[src/rtl/rf_arb_pkg.sv]
// Shared types and helpers for the register-file access arbiter.
package rf_arb_pkg;

    typedef enum logic {
        REQ_P0 = 1'b0,
        REQ_P1 = 1'b1
    } req_id_t;

    localparam int NUM_REQ = 2;

    // Map a one-hot grant vector to the requester it names (P0 when idle).
    function automatic req_id_t gnt_to_id(input logic [NUM_REQ-1:0] gnt);
        req_id_t id;
        if (gnt[1]) begin
            id = REQ_P1;
        end else begin
            id = REQ_P0;
        end
        return id;
    endfunction

endpackage

[src/rtl/rr_arbiter_2.sv]
// Two-way round-robin arbiter. The grant is combinational from the
// requests and the pointer. The pointer names the requester that wins a tie.
module rr_arbiter_2
    import rf_arb_pkg::*;
(
    input  logic               clk_i,
    input  logic               rst_i,
    input  logic [NUM_REQ-1:0] req_i,
    output logic [NUM_REQ-1:0] gnt_o
);

    req_id_t ptr_q;
    req_id_t ptr_d;

    // Grant selection: a single request wins outright, and the pointer breaks a tie.
    always_comb begin
        gnt_o = 2'b00;
        case (req_i)
            2'b01:   gnt_o = 2'b01;
            2'b10:   gnt_o = 2'b10;
            2'b11: begin
                if (ptr_q == REQ_P0) begin
                    gnt_o = 2'b01;
                end else begin
                    gnt_o = 2'b10;
                end
            end
            default: gnt_o = 2'b00;
        endcase
    end

    // Next pointer: after any grant, favour the requester that lost.
    always_comb begin
        ptr_d = ptr_q;
        if (gnt_o[0]) begin
            ptr_d = REQ_P1;
        end else if (gnt_o[1]) begin
            ptr_d = REQ_P0;
        end else begin
            ptr_d = ptr_q;
        end
    end

    // Pointer register. Reset returns priority to P0.
    always_ff @(posedge clk_i or posedge rst_i) begin
        if (rst_i) begin
            ptr_q <= REQ_P0;
        end else begin
            ptr_q <= ptr_d;
        end
    end

endmodule

[src/rtl/rf_access_arbiter.sv]
// Shares one register file between two requesters. The write port and the
// read port are arbitrated separately, so a write and a read from different
// requesters can both complete in one cycle. Read data returns one cycle
// after acceptance. A write to the same address in the same cycle is forwarded.
module rf_access_arbiter
    import rf_arb_pkg::*;
#(
    parameter int ADDR_WIDTH_RF = 4,
    parameter int DATA_WIDTH    = 16
) (
    input  logic                     clk,
    input  logic                     reset,
    input  logic                     p0_req_valid,
    input  logic                     p0_req_write,
    input  logic [ADDR_WIDTH_RF-1:0] p0_req_addr,
    input  logic [DATA_WIDTH-1:0]    p0_req_wdata,
    output logic                     p0_req_ready,
    output logic                     p0_rsp_valid,
    output logic [DATA_WIDTH-1:0]    p0_rsp_rdata,
    input  logic                     p1_req_valid,
    input  logic                     p1_req_write,
    input  logic [ADDR_WIDTH_RF-1:0] p1_req_addr,
    input  logic [DATA_WIDTH-1:0]    p1_req_wdata,
    output logic                     p1_req_ready,
    output logic                     p1_rsp_valid,
    output logic [DATA_WIDTH-1:0]    p1_rsp_rdata,
    output logic                     rf_write_enable,
    output logic [ADDR_WIDTH_RF-1:0] rf_address_1,
    output logic [DATA_WIDTH-1:0]    rf_write_data,
    output logic [ADDR_WIDTH_RF-1:0] rf_address_2,
    input  logic [DATA_WIDTH-1:0]    rf_read_data
);

    logic [NUM_REQ-1:0]    wr_req_s;
    logic [NUM_REQ-1:0]    rd_req_s;
    logic [NUM_REQ-1:0]    wr_gnt_s;
    logic [NUM_REQ-1:0]    rd_gnt_s;
    logic [NUM_REQ-1:0]    wr_ok_s;
    logic [NUM_REQ-1:0]    rd_ok_s;
    req_id_t               rd_id_s;
    logic                  fwd_s;
    logic [DATA_WIDTH-1:0] rd_data_s;

    logic [NUM_REQ-1:0]    rsp_valid_q;
    logic [DATA_WIDTH-1:0] p0_rdata_q;
    logic [DATA_WIDTH-1:0] p1_rdata_q;

    // Each requester is either a write candidate or a read candidate in a given cycle.
    assign wr_req_s = {p1_req_valid &  p1_req_write, p0_req_valid &  p0_req_write};
    assign rd_req_s = {p1_req_valid & ~p1_req_write, p0_req_valid & ~p0_req_write};

    rr_arbiter_2 u_wr_arb (
        .clk_i (clk),
        .rst_i (reset),
        .req_i (wr_req_s),
        .gnt_o (wr_gnt_s)
    );

    rr_arbiter_2 u_rd_arb (
        .clk_i (clk),
        .rst_i (reset),
        .req_i (rd_req_s),
        .gnt_o (rd_gnt_s)
    );

    // Reset blocks every handshake, including one already in progress in the current cycle.
    assign wr_ok_s = wr_gnt_s & {NUM_REQ{~reset}};
    assign rd_ok_s = rd_gnt_s & {NUM_REQ{~reset}};

    assign p0_req_ready = wr_ok_s[0] | rd_ok_s[0];
    assign p1_req_ready = wr_ok_s[1] | rd_ok_s[1];

    // Write port mux: drive the winner's payload, or zeros when there is no winner.
    always_comb begin
        rf_write_enable = 1'b0;
        rf_address_1    = '0;
        rf_write_data   = '0;
        case (wr_ok_s)
            2'b01: begin
                rf_write_enable = 1'b1;
                rf_address_1    = p0_req_addr;
                rf_write_data   = p0_req_wdata;
            end
            2'b10: begin
                rf_write_enable = 1'b1;
                rf_address_1    = p1_req_addr;
                rf_write_data   = p1_req_wdata;
            end
            default: begin
                rf_write_enable = 1'b0;
                rf_address_1    = '0;
                rf_write_data   = '0;
            end
        endcase
    end

    assign rd_id_s = gnt_to_id(rd_ok_s);

    // Read port mux: drive the winner's address, or zero when the read port is idle.
    always_comb begin
        rf_address_2 = '0;
        if (rd_ok_s == 2'b00) begin
            rf_address_2 = '0;
        end else if (rd_id_s == REQ_P1) begin
            rf_address_2 = p1_req_addr;
        end else begin
            rf_address_2 = p0_req_addr;
        end
    end

    // The register file returns the old value during a same-address write,
    // so the new write data is used instead.
    assign fwd_s     = rf_write_enable && (rd_ok_s != 2'b00) && (rf_address_1 == rf_address_2);
    assign rd_data_s = fwd_s ? rf_write_data : rf_read_data;

    // Response registers: one valid pulse per accepted read. The data is held between reads.
    always_ff @(posedge clk or posedge reset) begin
        if (reset) begin
            rsp_valid_q <= 2'b00;
            p0_rdata_q  <= '0;
            p1_rdata_q  <= '0;
        end else begin
            rsp_valid_q <= rd_ok_s;
            if (rd_ok_s[0]) begin
                p0_rdata_q <= rd_data_s;
            end
            if (rd_ok_s[1]) begin
                p1_rdata_q <= rd_data_s;
            end
        end
    end

    assign p0_rsp_valid = rsp_valid_q[0];
    assign p1_rsp_valid = rsp_valid_q[1];
    assign p0_rsp_rdata = p0_rdata_q;
    assign p1_rsp_rdata = p1_rdata_q;

endmodule
[config.mk]
export PLATFORM = sky130hd
export DESIGN_NAME = rf_access_arbiter
export DESIGN_NICKNAME = d
export VERILOG_FILES = /design/src/rtl/rf_arb_pkg.sv /design/src/rtl/rr_arbiter_2.sv /design/src/rtl/rf_access_arbiter.sv
export SDC_FILE = /design/constraint.sdc
export NUM_CORES = 1
export LEC_CHECK = 0
export CELL_PAD_IN_SITES_DETAIL_PLACEMENT = 1
export CELL_PAD_IN_SITES_GLOBAL_PLACEMENT = 1
export CORE_ASPECT_RATIO = 0.5
export CORE_UTILIZATION = 29
export CTS_BUF_LIST = sky130_fd_sc_hd__clkbuf_16
export DETAILED_ROUTE_END_ITERATION = 8
export PLACE_DENSITY_LB_ADDON = 0.3
export SLEW_MARGIN = 20
export SYNTH_ARGS = -nofsm -noshare
export SYNTH_HDL_FRONTEND = slang
export SYNTH_SLANG_ARGS = --single-unit
[constraint.sdc]
create_clock -name clk -period 3.7 [get_ports clk]
set_input_delay 0.925 -clock clk [delete_from_list [all_inputs] [get_ports clk]]
set_output_delay 0.925 -clock clk [all_outputs]
set_load 0.03 [all_outputs]
==> impl_metrics.csv <==
group,metric,value,unit
logic_synthesis,synth.yosys.warnings,0,
routing,wl_met3,298,um
finish,post-route-util,0.5734,
placement,gp_congestion,0.7871,
logic_synthesis,seq_area_frac_synth,0.4063,
sta,fin_hold_ws,0.5111,ns
floorplan,die_area,8020,sq um
global_routing,gr-total-overflow,0,
clock_tree,cts_hold_buf,0,
finish,layout_common_cells,"clkdlybuf4s50_1 (90), buf_4 (63), dfrtp_1 (36)",
logic_synthesis,synth_area,2217,sq um
logic_synthesis,synthTopCellsByArea,"dfrtp_1 (41%), mux2_4 (20%), mux2_2 (9.1%)",
sta,hold_viol,0,
logic_synthesis,ys_seq_elements,36,
floorplan,core-area,7350,sq um
worst_setup_path,cp.required,2.77,ns
placement,pre_cts_ws,-0.3970,ns
routing,drt-total-wl,8687,um
global_routing,grt_pass1_vias,2487,
worst_setup_path,critPathSlowestCell,"or3_4",
finish,diodes,0,
status,violations,"design-rule violations",
sta,drv_slew,0,
logic_synthesis,synth_fp_nets,253,
sta,fmax,0.2756,GHz
routing,drt-pass1-iter-count,6,
min_path,hold_class,"reg -> reg",
finish,fillers,775,
clock_tree,root_buffer,"clkbuf_16",
worst_setup_path,startpoint_type,"input pin",
routing,highest_layer,"met4",
worst_setup_path,cp.buffers_inverters,5,
worst_setup_path,cp.arrival,2.70,ns
global_routing,grt_pass1_wl,13460,um
logic_synthesis,synth.distinct_cells,37,
global_routing,gr-usage-all-layers,0.2231,
finish,area_growth,90.07,%
floorplan,chipWidth,125.7,um
floorplan,ioPinCount,123,
floorplan,num_rows,22,
worst_setup_path,critPathTopFamily,"buffers and inverters",
pwr,p_total,0.001641,W
logic_synthesis,syn_inst,189,
logic_synthesis,synth_top_area_frac,0.4063,
sta,tightest_slew,0.4934,ns
logic_synthesis,avgSynthCellArea,11.73,sq um
finish,drive_gt1_frac,0.4680,
clock_tree,clk_path_buf_depth,2,
sta,setup_viol,0,
clock_tree,clk_latency,0.29,ns
worst_setup_path,cpPeakStageDelay,0.38,ns
floorplan,die_height,63.83,um
routing,routed-via-count,2210,
pwr,leakage,1.862,nW
worst_setup_path,path_cells,"dlygate4sd2_1, nand2_1, nor2_1, or3_4, inv_2, ha_4, buf_4, bufbuf_16, nor2_4, buf_6",
routing,wl_met2,4732,um
logic_synthesis,synth.largest_area_cell,"dfrtp_1",
routing,ant_nets,0,
clock_tree,clk_pin_slew,0.05,ns
routing,drt_iter0_drc,65,
pwr,powerDensity,389.5,nW/um^2
flow_run,drv_cap,0,
status,status,"finished with violations",
placement,io_buffers,122,
sta,relSlewSlack,0.6710,
worst_setup_path,cp_max_fo,9,
pwr,ir_drop,0.0002054,V
routing,routed_via_density,4.857,
sta,rsz0062_at_grt,"false",
worst_setup_path,end_kind,"output pin",
logic_synthesis,ys.flop_type,"dfrtp_1",
routing,drt-met1-wl,3540,um
sta,final.period_utilization,0.9805,
routing,post-route-drc-count,4,
global_routing,antenna_found_initial,0,
clock_tree,htreeDepth,2,
placement,dp_hpwl,6027,um
finish,fin_nets,423,
routing,wl_per_cell,19.09,um
clock_tree,cts-buffers-inserted,5,
worst_setup_path,critPathKind,"in -> out",
sta,finalCriticalPeriod,3.628,ns
logic_synthesis,synth_edf_count,0,
finish,final_common_cell,"clkdlybuf4s50_1",
clock_tree,cts_sinks,36,
floorplan,initial_core_util,0.3017,
sta,fin_skew,0.005018,ns
sta,setup_ws,0.07220,ns
global_routing,grt_max_degree,37,
clock_tree,cts_tree,"yes",
logic_synthesis,synthArstFlopShare,1.000,
[state kept, by name, summed over array words and instances, names as in the netlist]
register / count
p0_rsp_rdata: 16
p1_rsp_rdata: 16
rsp_valid_q: 2
u_rd_arb.ptr_q: 1
u_wr_arb.ptr_q: 1
[worst register-to-register path, stage by stage, from the launching register on]
cell and delay, ns:
dfrtp_1 0.37, nor2_1 0.08, or3_4 0.38, buf_4 0.15
ha_4 0.18, a22oi_2 0.18, nor2_2 0.09, nor3_1 0.27
o211ai_2 0.13, nor3_4 0.14, buf_4 0.27, mux2_4 0.34
mux2_4 0.27
[report_power, final]
part           total (W)  internal [W]  leakage, nW  switching [W]
Combinational   0.000702      0.000359         1.36       0.000343
Sequential      0.000534      0.000479        0.431      0.0000551
Clock           0.000405      0.000242       0.0709       0.000164
Total            0.00164       0.00108         1.86       0.000562
[synth_stat cells (2+ instances only)]
cell type / count
buf_1: 2
mux2_4: 30
a22o_1: 2
nand2_1: 4
nand2b_1: 4
and2_1: 4
or2_2: 3
a22oi_1: 18
ha_1: 2
dfrtp_1: 36
a21oi_1: 2
or3_1: 2
o21a_1: 3
o2111ai_1: 2
nand3b_1: 4
and3_1: 3
nor2_1: 19
inv_1: 5
mux2_2: 18
clkbuf_1: 9
[stage by stage]
stage / instance area, sq um / setup TNS [ns] / instances
after CTS: 4205 / 0 / 455
after floorplan: 2232 / -0.1045 / 189
final: 4214 / 0 / 455
after detailed placement: 3819 / -16.14 / 443
after global placement: 3819 / -12.38 / 443
after global routing: 4214 / 0 / 455
[worst paths after layout]
check / from / endpoint / slack [ns] / cells after the start
hold reg to reg: p1_rsp_rdata[10]$_DFFE_PP0P_ / p1_rsp_rdata[10]$_DFFE_PP0P_ / 0.51 / 1
setup reg to reg: u_wr_arb.ptr_q$_DFFE_PP0P_ / p0_rsp_rdata[13]$_DFFE_PP0P_ / 0.74 / 12
max in group asynchronous: reset / p0_rsp_rdata[7]$_DFFE_PP0P_ / 2.27 / 4
setup / recovery: p0_req_valid / rf_write_data[13] / 0.07 / 10
hold / removal: p1_rsp_rdata[10]$_DFFE_PP0P_ / p1_rsp_rdata[10]$_DFFE_PP0P_ / 0.51 / 1
min in group asynchronous: reset / u_rd_arb.ptr_q$_DFFE_PP0P_ / 1.06 / 4
[cell type report]
class	instances	area, sq um	area share
well taps	96	120.1	0.02850
clock buffers	5	125.1	0.02969
inverters	5	18.77	0.004454
multi-input cells	136	1399	0.3319
repair buffers	175	1642	0.3895
clock inverters	2	8.758	0.002078
flip-flops and latches	36	900.9	0.2138
[per-layer routing]
layer / GRT usage / vias to the layer above
met3: 0.05109 / 12
met2: 0.4264 / 47
met5: 0 / -
met1: 0.2456 / 1127
li1: - / 1024
met4: 0.07622 / 0
[repair_timing]
item | 4_1_cts | 5_1_grt
pin swaps | 10 | 0
buffers inserted | 4 | 0
cloned | 1 | 0
resized for setup | 54 | 2
endpoints found under the setup margin | 56 | 1
[cell families (layout without fill, tap and decap cells)]
family,Yosys count,after routing,synth area share
compound gates,33,33,0.1151
fa+ha+maj,2,2,0.01128
buf+inv,17,187,0.03217
flops,36,36,0.4063
mux,49,49,0.2991
simple gates,52,52,0.1360
Note: power is estimated with default switching activity, not from simulation.
